==> config.mk <==
export PLATFORM = sky130hd
export DESIGN_NAME = param_shift_seq_reg
export DESIGN_NICKNAME = d
export VERILOG_FILES = /design/src/rtl/param_shift_seq_reg.sv
export SDC_FILE = /design/constraint.sdc
export NUM_CORES = 1
export LEC_CHECK = 0
export ABC_AREA = 0
export BUFFER_PORTS_ARGS = -buffer_cell sky130_fd_sc_hd__buf_4
export CORE_UTILIZATION = 50
export DETAILED_ROUTE_END_ITERATION = 10
export PLACE_DENSITY = 0.77
export SLEW_MARGIN = 20
export SYNTH_ARGS = -nofsm -noshare
export SYNTH_HDL_FRONTEND = slang
export SYNTH_SLANG_ARGS = --single-unit
==> constraint.sdc <==
create_clock -name clk -period 1.4 [get_ports clk]
set_clock_uncertainty 0.05 [all_clocks]
set_input_delay 0.07 -clock clk [delete_from_list [all_inputs] [get_ports clk]]
set_output_delay 0.07 -clock clk [all_outputs]
set_load 0.02 [all_outputs]
==> src/rtl/param_shift_seq_reg.sv <==
// -----------------------------------------------------------------------------
// param_shift_seq_reg
//
// Multi-cycle load/shift register. A WIDTH-bit word is loaded in parallel and
// then shifted one position per clock for a programmed number of steps.
// Supported modes are logical, arithmetic, rotate and serial fill. A
// start/busy/done handshake frames each operation.
//
// Optional build feature:
//   PARAM_SHIFT_SEQ_REG_ZERO_FLAG_EN - adds the registered output 'zero'.
//   'zero' equals (q == 0) after every update of q and resets to 1.
// -----------------------------------------------------------------------------
module param_shift_seq_reg #(
    parameter int WIDTH = 8,
    parameter int AMT_W = 4
) (
    input  logic             clk,
    input  logic             reset,
    input  logic             load,
    input  logic [WIDTH-1:0] d,
    input  logic             start,
    input  logic             dir,
    input  logic [1:0]       mode,
    input  logic [AMT_W-1:0] amount,
    input  logic             serial_in,
    output logic [WIDTH-1:0] q,
    output logic             serial_out,
    output logic             busy,
`ifdef PARAM_SHIFT_SEQ_REG_ZERO_FLAG_EN
    output logic             done,
    output logic             zero
`else
    output logic             done
`endif
);

    // Mode encodings
    localparam logic [1:0] MODE_LOG = 2'b00;
    localparam logic [1:0] MODE_ARI = 2'b01;
    localparam logic [1:0] MODE_ROT = 2'b10;
    localparam logic [1:0] MODE_SER = 2'b11;

    // Direction encodings
    localparam logic DIR_LEFT  = 1'b0;

    // Remaining-count value that marks the final shift
    localparam logic [AMT_W-1:0] CNT_ONE  = AMT_W'(1);
    localparam logic [AMT_W-1:0] CNT_ZERO = AMT_W'(0);

    typedef enum logic [0:0] {
        ST_IDLE  = 1'b0,
        ST_SHIFT = 1'b1
    } state_t;

    // -------------------------------------------------------------------------
    // One single-position shift step.
    // Returns {bit_leaving, shifted_word}. Rotation by one step per clock makes
    // amounts of WIDTH or more wrap modulo WIDTH without any extra logic.
    // -------------------------------------------------------------------------
    function automatic logic [WIDTH:0] shift_step(
        input logic [WIDTH-1:0] v,
        input logic             dir_i,
        input logic [1:0]       mode_i,
        input logic             sin_i
    );
        logic fill;
        logic out_bit;
        logic [WIDTH-1:0] res;
        begin
            case (mode_i)
                MODE_LOG: fill = 1'b0;
                // Arithmetic only differs from logical when shifting right
                MODE_ARI: fill = (dir_i == DIR_LEFT) ? 1'b0 : v[WIDTH-1];
                // The bit that leaves re-enters at the opposite end
                MODE_ROT: fill = (dir_i == DIR_LEFT) ? v[WIDTH-1] : v[0];
                MODE_SER: fill = sin_i;
                default:  fill = 1'b0;
            endcase
            if (dir_i == DIR_LEFT) begin
                out_bit = v[WIDTH-1];
                res     = {v[WIDTH-2:0], fill};
            end else begin
                out_bit = v[0];
                res     = {fill, v[WIDTH-1:1]};
            end
            shift_step = {out_bit, res};
        end
    endfunction

    // State and datapath registers
    state_t           r_state;
    logic [WIDTH-1:0] r_q;
    logic             r_serial_out;
    logic             r_busy;
    logic             r_done;
    logic [AMT_W-1:0] r_count;
    logic             r_dir;
    logic [1:0]       r_mode;

    // Next-state values
    state_t           w_state;
    logic [WIDTH-1:0] w_q;
    logic             w_serial_out;
    logic             w_busy;
    logic             w_done;
    logic [AMT_W-1:0] w_count;
    logic             w_dir;
    logic [1:0]       w_mode;
    logic [WIDTH:0]   w_step;

    // Next-state and datapath decode; every register holds unless a command acts
    always_comb begin
        w_state      = r_state;
        w_q          = r_q;
        w_serial_out = r_serial_out;
        w_busy       = r_busy;
        w_done       = 1'b0;
        w_count      = r_count;
        w_dir        = r_dir;
        w_mode       = r_mode;
        w_step       = shift_step(r_q, r_dir, r_mode, serial_in);

        case (r_state)
            ST_IDLE: begin
                if (load) begin
                    // Load wins; a simultaneous start is dropped
                    w_q = d;
                end else if (start) begin
                    if (amount == CNT_ZERO) begin
                        // Nothing to shift: acknowledge immediately
                        w_done = 1'b1;
                    end else begin
                        // Capture the operation; shifting begins next edge
                        w_dir   = dir;
                        w_mode  = mode;
                        w_count = amount;
                        w_busy  = 1'b1;
                        w_state = ST_SHIFT;
                    end
                end else begin
                    w_state = ST_IDLE;
                end
            end

            ST_SHIFT: begin
                if (load) begin
                    // Abort: take the new word, no completion pulse
                    w_q     = d;
                    w_busy  = 1'b0;
                    w_count = CNT_ZERO;
                    w_state = ST_IDLE;
                end else begin
                    w_q          = w_step[WIDTH-1:0];
                    w_serial_out = w_step[WIDTH];
                    w_count      = r_count - CNT_ONE;
                    if (r_count == CNT_ONE) begin
                        w_busy  = 1'b0;
                        w_done  = 1'b1;
                        w_state = ST_IDLE;
                    end else begin
                        w_state = ST_SHIFT;
                    end
                end
            end

            default: begin
                // Unreachable encoding: recover to a quiet idle
                w_busy  = 1'b0;
                w_count = CNT_ZERO;
                w_state = ST_IDLE;
            end
        endcase
    end

    // State and datapath register update with asynchronous clear
    always_ff @(posedge clk or posedge reset) begin
        if (reset) begin
            r_state      <= ST_IDLE;
            r_q          <= '0;
            r_serial_out <= 1'b0;
            r_busy       <= 1'b0;
            r_done       <= 1'b0;
            r_count      <= '0;
            r_dir        <= 1'b0;
            r_mode       <= 2'b00;
        end else begin
            r_state      <= w_state;
            r_q          <= w_q;
            r_serial_out <= w_serial_out;
            r_busy       <= w_busy;
            r_done       <= w_done;
            r_count      <= w_count;
            r_dir        <= w_dir;
            r_mode       <= w_mode;
        end
    end

    assign q          = r_q;
    assign serial_out = r_serial_out;
    assign busy       = r_busy;
    assign done       = r_done;

`ifdef PARAM_SHIFT_SEQ_REG_ZERO_FLAG_EN
    logic r_zero;

    // Zero flag tracks the next value of q so it changes in the same cycle as q
    always_ff @(posedge clk or posedge reset) begin
        if (reset) begin
            r_zero <= 1'b1;
        end else begin
            r_zero <= (w_q == '0);
        end
    end

    assign zero = r_zero;
`endif

endmodule

# Word level (Yosys, flattened, before mapping)
# Cells that the tools add are included.
[classes]
n_reduce_logical = 6
muxes = 30
n_eq_ne = 9
bitwise_logic = 3
add_sub_neg = 1
[ops]
columns = ["cell", "n"]
rows = [
  ["$mux 8", 3],
  ["$mux 1", 17],
  ["$mux 4", 4],
  ["$pmux 8 s2", 1],
  ["$ne 2x2->1 const B", 4],
  ["$pmux 4 s2", 1],
  ["$reduce_and 4->1", 2],
  ["$pmux 1 s2", 3],
  ["$eq 2x2->1 const B", 2],
  ["$eq 4x1->1 const B", 1],
  ["$logic_not 4->1", 1],
  ["$pmux 1 s4", 1],
  ["$sub 4x1->4 const B", 1],
  ["$ne 3x2->1 const B", 1],
  ["$not 1->1", 3],
  ["$reduce_and 3->1", 1],
  ["$eq 2x1->1 const B", 1],
  ["$logic_not 2->1", 1],
  ["$reduce_and 2->1", 1],
]
[word_totals]
input_bits = 20
register_bits = 19
wordCells = 57

# Depth between registers and ports, before layout
# Gate-level depths: netlist of the first run.
[depth]
depth_word = 5
ltp_mapped = 5
depth_no_buf = 5

# Worst setup path after synthesis of the first run
# Ideal clock, no wire load.
[synth_timing]
path_type = "reg-to-reg"
start = "register r_q[7], in the netlist q[7]"
end = "register r_q[7], in the netlist q[7]"
slack_ns = 0.101
setup_time_ns = 0.129
path_buffers = 0
stages_incl_launch_ff = 4
arrival_time_ns = 1.120
cell_sequence = "dfrtp_1 > mux2_2 > a221oi_1 > o31ai_1"
[synth_via]
elab_chain_len = 5
[synth_lines]
columns = ["item", "line_no", "rtl"]
rows = [
  ["start: declaration", "92", "logic [WIDTH-1:0] r_q;"],
  ["start signal: assignment", "188", "r_q <= w_q;"],
  ["$mux 1, on equally long branches", "75, 73", ""],
  ["$pmux 1 s4 (*)", "70", "case (mode_i)"],
  ["$mux 8 (*)", "79", "if (dir_i == DIR_LEFT) begin"],
  ["$mux 8 (*)", "146", "if (load) begin"],
  ["$pmux 8 s2 (*)", "123", "case (r_state)"],
]
# Every way passes the cells marked *; elsewhere a longest branch is shown, timed or not.
# A chain may end at the register's enable or synchronous reset.

# Worst setup path after layout of the first run
[layout_timing]
start = "input port amount[0]"
end = "register r_count[3]"
[layout_via]
elab_chain_len = 3
[layout_lines]
columns = ["item", "line_no", "rtl"]
rows = [
  ["start: declaration", "24", "input logic [AMT_W-1:0] amount,"],
  ["$logic_not 4->1", "129", "if (amount == CNT_ZERO) begin"],
  ["$ne 2x2->1 (no line)", "-", ""],
  ["$reduce_and 3->1 (no line)", "-", ""],
  ["end signal: assignment", "192", "r_count <= w_count;"],
  ["end: declaration", "96", "logic [AMT_W-1:0] r_count;"],
]
# No other way between the ends.

==> results of run 1 <==
cell usage in the layout, fill, tap and decap left out, types with 2 or more instances in the layout:
| master | netlist | layout |
|---|---|---|
| a211oi_1 | 6 | 6 |
| a21o_1 | 7 | 7 |
| a21oi_1 | 7 | 7 |
| buf_4 | 1 | 37 |
| clkbuf_4 | 0 | 3 |
| dfrtp_1 | 19 | 18 |
| dlygate4sd3_1 | 0 | 14 |
| ha_1 | 2 | 2 |
| inv_1 | 5 | 5 |
| mux2_1 | 3 | 3 |
| mux2i_1 | 8 | 8 |
| nand2_1 | 3 | 3 |
| nand2b_1 | 5 | 5 |
| nand3b_1 | 3 | 3 |
| nor2_1 | 10 | 10 |
| nor2b_1 | 2 | 2 |
| o21a_1 | 2 | 2 |
| o21ai_0 | 4 | 4 |
| o221ai_1 | 2 | 2 |
| xnor2_1 | 2 | 2 |
layout make-up:
type                       count  area (um^2)
sequential                    19        476.7
timing repair buffer          51        417.9
inverter                       5        18.77
clock buffer                   4        26.28
multi-input combinational     77        573.1
fill                         144        455.4
tap                           27        33.78
through the flow:
stage / utilization (%) / instance area (um^2) / setup slack (ns)
after floorplan: - / 1085 / 0.1014
final: 77.25 / 1546 / 0.06394
after detailed placement: 67.94 / 1360 / 0.02371
after global placement: 67.94 / 1360 / 0.04419
after global routing: 77.25 / 1546 / 0.002345
after CTS: 76.25 / 1526 / 0.007429
cell families (layout without fill, tap and decap cells):
| logic type | after synthesis | after routing | synth area share, % |
|---|---|---|---|
| adder cells (fa/ha/maj) | 2 | 2 | 2.306 |
| flip-flops | 19 | 19 | 43.83 |
| multiplexers | 12 | 12 | 11.53 |
| AND/OR/NAND/NOR | 29 | 29 | 16.15 |
| AO/OA/AOI/OAI | 32 | 32 | 20.18 |
| XOR/XNOR | 2 | 2 | 1.615 |
| buffers and inverters | 11 | 60 | 4.383 |
critical path, stage by stage:
cell and delay [ns]:
dlygate4sd3_1 0.53, buf_4 0.15, nor4_4 0.28, buf_4 0.20
nor2_1 0.07, o221ai_1 0.20
registers in the layout (all words and copies together), names as in the netlist:
signal / count
q: 8
r_count: 4
r_mode: 2
busy: 1
done: 1
r_dir: 1
r_state: 1
serial_out: 1
path summary, 6_finish.rpt:
check | slack, ns | to | depth (start not counted)
setup / recovery | 0.06 | r_count[3]$_DFFE_PP0P_ | 6
hold / removal | 0.007 | done$_DFF_PP0_ | 3
setup reg to reg | 0.07 | q[7]$_DFFE_PP0P_ | 3
hold reg to reg | 0.45 | busy$_DFFE_PP0P_ | 1
max in group asynchronous | 0.79 | r_dir$_DFFE_PP0P_ | 4
min in group asynchronous | 0.29 | serial_out$_DFFE_PP0P_ | 4
layer usage:
metal | global-route usage [%] | routed length, um | share of wire (%) | up-vias
li1 | - | - | - | 483
met1 | 32.46 | 1284 | 48 | 494
met2 | 40.14 | 1238 | 46 | 30
met3 | 4.717 | 110 | 4.1 | 6
met4 | 9.314 | 30 | 1.1 | 0
met5 | 0 | 0 | 0 | -
repair_timing:
action | in CTS | in global routing
endpoints found under the hold margin | 32 | 0
hold buffers | 14 | 0
gates resized for setup | 0 | 3
setup endpoints to repair | 0 | 6
setup buffers | 0 | 1
power by group:
group          internal, W  switching (W)
Combinational     0.000327       0.000278
Sequential        0.000648       0.000127
Clock             0.000111       0.000174
==> results.md, run 1 <==
* Status: completed
* Initial DRC count at 27
* Clock buffer depth at 2
* Die height at 48.58 um
* Cell leakage power at 0.7337 nW
* Clk pin slew, worst setup/hold paths at 0.10 ns
* Post-DP HPWL at roughly 1700 um
* Fin Setup TNS at 0 ns
* CTS Buf Count at 3
* Setup Crit Path Kind: in -> reg
* Synth area leader: dfrtp_1
* Remaining antenna violation count at 0
* Vias at roughly 1000
* Worst path arrival time at roughly 1.5 ns
* Htree depth at 1
* Critical Path Fanout Max at 5
* Number of flops mapped to enable cells by yosys at 0
* Final wirelength at roughly 2700 um
* Syn Inst Count at 107
* Hold WS at approximately 0.0074 ns
* Crit Reg-Reg Startpoint: r_mode[1]$_DFFE_PP0P_
* Final nets at between 150 and 200
* RSZ-0062 raised after global routing: false
* Final count of negative-setup-slack endpoints at 0
* YS warnings at 0
* Netlist cell types at 30
* CP Launch Type: input pin
* Layout cells sized above 1 at between 20% and 30%
* VDD IR max at between 0.6 and 0.7 mV
* Diodes inserted at 0
* Worst-skew pair later-pin latency at 0.30 ns
* Share of the synthesized area in the top cell type at a little over two fifths
* Worst min path class: in -> reg
* Critical path endpoint category: register
* Most frequent cells after synthesis: 19 x dfrtp_1, 10 x nor2_1, 8 x mux2i_1, 7 x a21o_1, 7 x a21oi_1
* Routability cong. at 0.7746
* # IOs at 31
* Tot Pwr at ~0.0017 W
* Worst Max-Slew Pin Slew at about 0.36 ns
* PortBufs at 30
* CTS Sinks at 19
* Setup crit start: amount[0]
* Final Hold Vio Count at 0
* CP Data Required Time at between 1.5 and 2 ns
* Largest net degree at the start of global routing at 24
* Antenna violations before repair at 0
* Clk root buf: clkbuf_4
* Synthesized area at 1085 um^2
* Worst rel slew slack at about three quarters
* Syn Nets at roughly 130
* Mapped Avg Cell Area at about 10 um^2
* Ys async rst share at 100.0%
* Total GRT Usage at 24.63%
* Congestion Overflow GR at 0
* Global-route wire length before repair at 4491 um
* Count leader, synth: dfrtp_1
* Register area share after synthesis at 43.83%
* Via density per instance at 5.536
* Final min period at between 1 and 1.5 ns
* Max cap viols at 0
* Post-placement cell count at 164
* Pwr dens at ~1100 nW/um^2
* Area of the die at 2360 um^2
* DIE WIDTH at between 40 and 50 um
* CTS tree: done
* Hold Crit Start: start
* Vias in the first global route at between 1000 and 1500
* Ys flop type: dfrtp_1
* DR DRC count at 0
* Fmax at 748.5 MHz
* Pre-antenna DRT Iters at 4
* Synth top area cells: dfrtp_1 44%, mux2i_1 7.4%, a21o_1 4.8%
* Register bit total from synthesis at 19
* Non-filler instance count after layout at between 150 and 200
* Average routed wire per standard cell at roughly 15 um
* Area delta synth->final at 42.56%
* Max Slew Vio Count at 0
* Initial core utilization at between 50% and 60%
* Row count at 16
* Core Footprint at 2002 um^2
* Part of the cycle the worst path needs at ~95%
(Power assumes the default switching activity.)
==> inputs of run 2 (changes only) <==
- HOLD_SLACK_MARGIN: not set -> 0.02
==> results.md, run 2 (synthesis results as in run 1) <==
* Area delta synth->final at 43.48%
* Critical Path Fanout Max at 5
* Area of the die at 2360 um^2
* Global-route wire length before repair at ~4500 um
* Routability cong. at 0.7746
* Max FFs per register at 8
* Critical-path cell list: dlygate4sd3_1, buf_4, nor4_4, buf_4, nor2_1, o221ai_1
* Worst path arrival time at between 1.5 and 2 ns
* Largest stage delay, worst path at around 0.53 ns
* RSZ-0062 raised after global routing: false
* Htree depth at 1
* Post-DP HPWL at between 1500 and 2000 um
* Status: completed
* Initial core utilization at 54.19%
* Final wirelength at between 2000 and 3000 um
* CP max-delay cell: dlygate4sd3_1
* Final nets at 180
* Clk pin slew, worst setup/hold paths at roughly 0.1 ns
* Critical path endpoint category: register
* RR Endpoint: q[7]$_DFFE_PP0P_
* Layout cells sized above 1 at 29.30%
* Most frequent CP cell: buf_4
* Average routed wire per standard cell at 14.49 um
* Final Hold Vio Count at 0
* Via density per instance at approximately 5.4
* Vias at between 1000 and 1500
* Worst min path class: in -> reg
* # IOs at 31
* Worst setup path endpoint: r_count[3]$_DFFE_PP0P_
* Remaining antenna violation count at 0
* Worst-skew pair later-pin latency at 0.30 ns
* Commonest non-fill, non-tap cell in the layout: buf_4
* R2R cell count at 3
* Row count at 16
* DIE WIDTH at between 40 and 50 um
* CP Data Required Time at between 1.5 and 2 ns
* PortBufs at 30
* Total GRT Usage at about a quarter
* CTS tree: done
* Non-filler instance count after layout at between 150 and 200
* CP Launch Type: input pin
* Vias in the first global route at between 1000 and 1500
* Core Footprint at ~2000 um^2
* Reg2Reg Setup Slack at 0.07 ns
* CTS Buf Count at 3
* VDD IR max at between 0.6 and 0.7 mV
* Clock buffer depth at 2
* # fillers at between 100 and 150
* Pre-antenna DRT Iters at 4
* Commonest non-fill, non-tap cells in the layout: 37 x buf_4, 18 x dfrtp_1, 15 x dlygate4sd3_1, 10 x nor2_1, 8 x mux2i_1
* Congestion Overflow GR at 0
* Max cap viols at 0
* Clk root buf: clkbuf_4
* Antenna violations before repair at 0
* Diodes inserted at 0
* Final count of negative-setup-slack endpoints at 0
* Largest net degree at the start of global routing at 24
* Setup Crit Path Kind: in -> reg
* Crit Reg-Reg Startpoint: r_mode[1]$_DFFE_PP0P_
* Fin Setup TNS at 0 ns
* Cell leakage power at between 0.7 and 0.8 nW
* Pwr dens at approximately 1100 nW/um^2
* Fin util at 77.75%
* Post-placement cell count at about 160
* Initial DRC count at 22
* Final min period at 1.342 ns
* Worst Max-Slew Pin Slew at 0.3598 ns
* Max Slew Vio Count at 0
* CTS Sinks at 19
* Fmax at ~750 MHz
* Setup crit start: amount[0]
* DR DRC count at 0
* Worst rel slew slack at between 70% and 80%
* Die height at 48.58 um
* Part of the cycle the worst path needs at 95.84%
[run 2: cell count changes in the layout (fill, tap and decap cells not counted)]
cell,before,now
dlygate4sd3_1,14,15
[run 2: routing by layer]
layer	wire length, um	share of wire, %	track usage (%)	vias to the layer above
met1	1300	49	32.66	485
met2	1241	47	40.14	27
li1	-	-	-	486
met4	26	0.98	9.314	0
met3	98	3.7	4.717	4
met5	0	0	0	-
[run 2: where the power goes]
| group | leakage, nW | switching [W] | total (W) | internal, W |
|---|---|---|---|---|
| Clock | 0.0150 | 0.000171 | 0.000282 | 0.000111 |
| Sequential | 0.230 | 0.000127 | 0.000774 | 0.000648 |
| Combinational | 0.493 | 0.000279 | 0.000607 | 0.000328 |
[run 2: worst max-delay path, delay by kind of cell]
kind                   cells  cell delay, ns
buffers and inverters      3            0.88
AND/OR/NAND/NOR            2            0.35
AO/OA/AOI/OAI              1            0.20
[run 2: final cells by class]
cell class	count	area, um^2	area share, %
multi-input cells	77	573.1	36.82
flip-flops and latches	19	476.7	30.63
repair buffers	52	427.9	27.49
well taps	27	33.78	2.170
clock buffers	4	26.28	1.688
inverters	5	18.77	1.206
[run 2: per-stage QoR]
step,total power (W),cell area [um^2],hold WS (ns),worst slack (ns)
5_1_grt,0.001768,1556,0.08509,0.002345
3_3_place_gp,0.001311,1360,0.06667,0.04419
6_report,0.001664,1556,0.06451,0.05819
3_5_place_dp,0.001332,1360,0.06854,0.02371
2_1_floorplan,0.001123,1085,-0.02887,0.1014
4_1_cts,0.001648,1536,0.05410,0.007429
[run 2: repair_timing]
action,in CTS,in global routing
hold buffers,15,0
setup endpoints to repair,0,7
resized for setup,0,3
buffers inserted,0,1
endpoints found under the hold margin,33,0
[run 2: worst min-delay path by stage]
stage               from                      to  depth (start not counted)
2_1_floorplan      reset        busy$_DFFE_PP0P_                          1
3_3_place_gp       reset  r_count[3]$_DFFE_PP0P_                          3
3_5_place_dp       reset  r_count[3]$_DFFE_PP0P_                          3
4_1_cts        amount[2]  r_count[2]$_DFFE_PP0P_                          3
5_1_grt        amount[1]  r_count[1]$_DFFE_PP0P_                          3
6_report       amount[2]  r_count[2]$_DFFE_PP0P_                          3
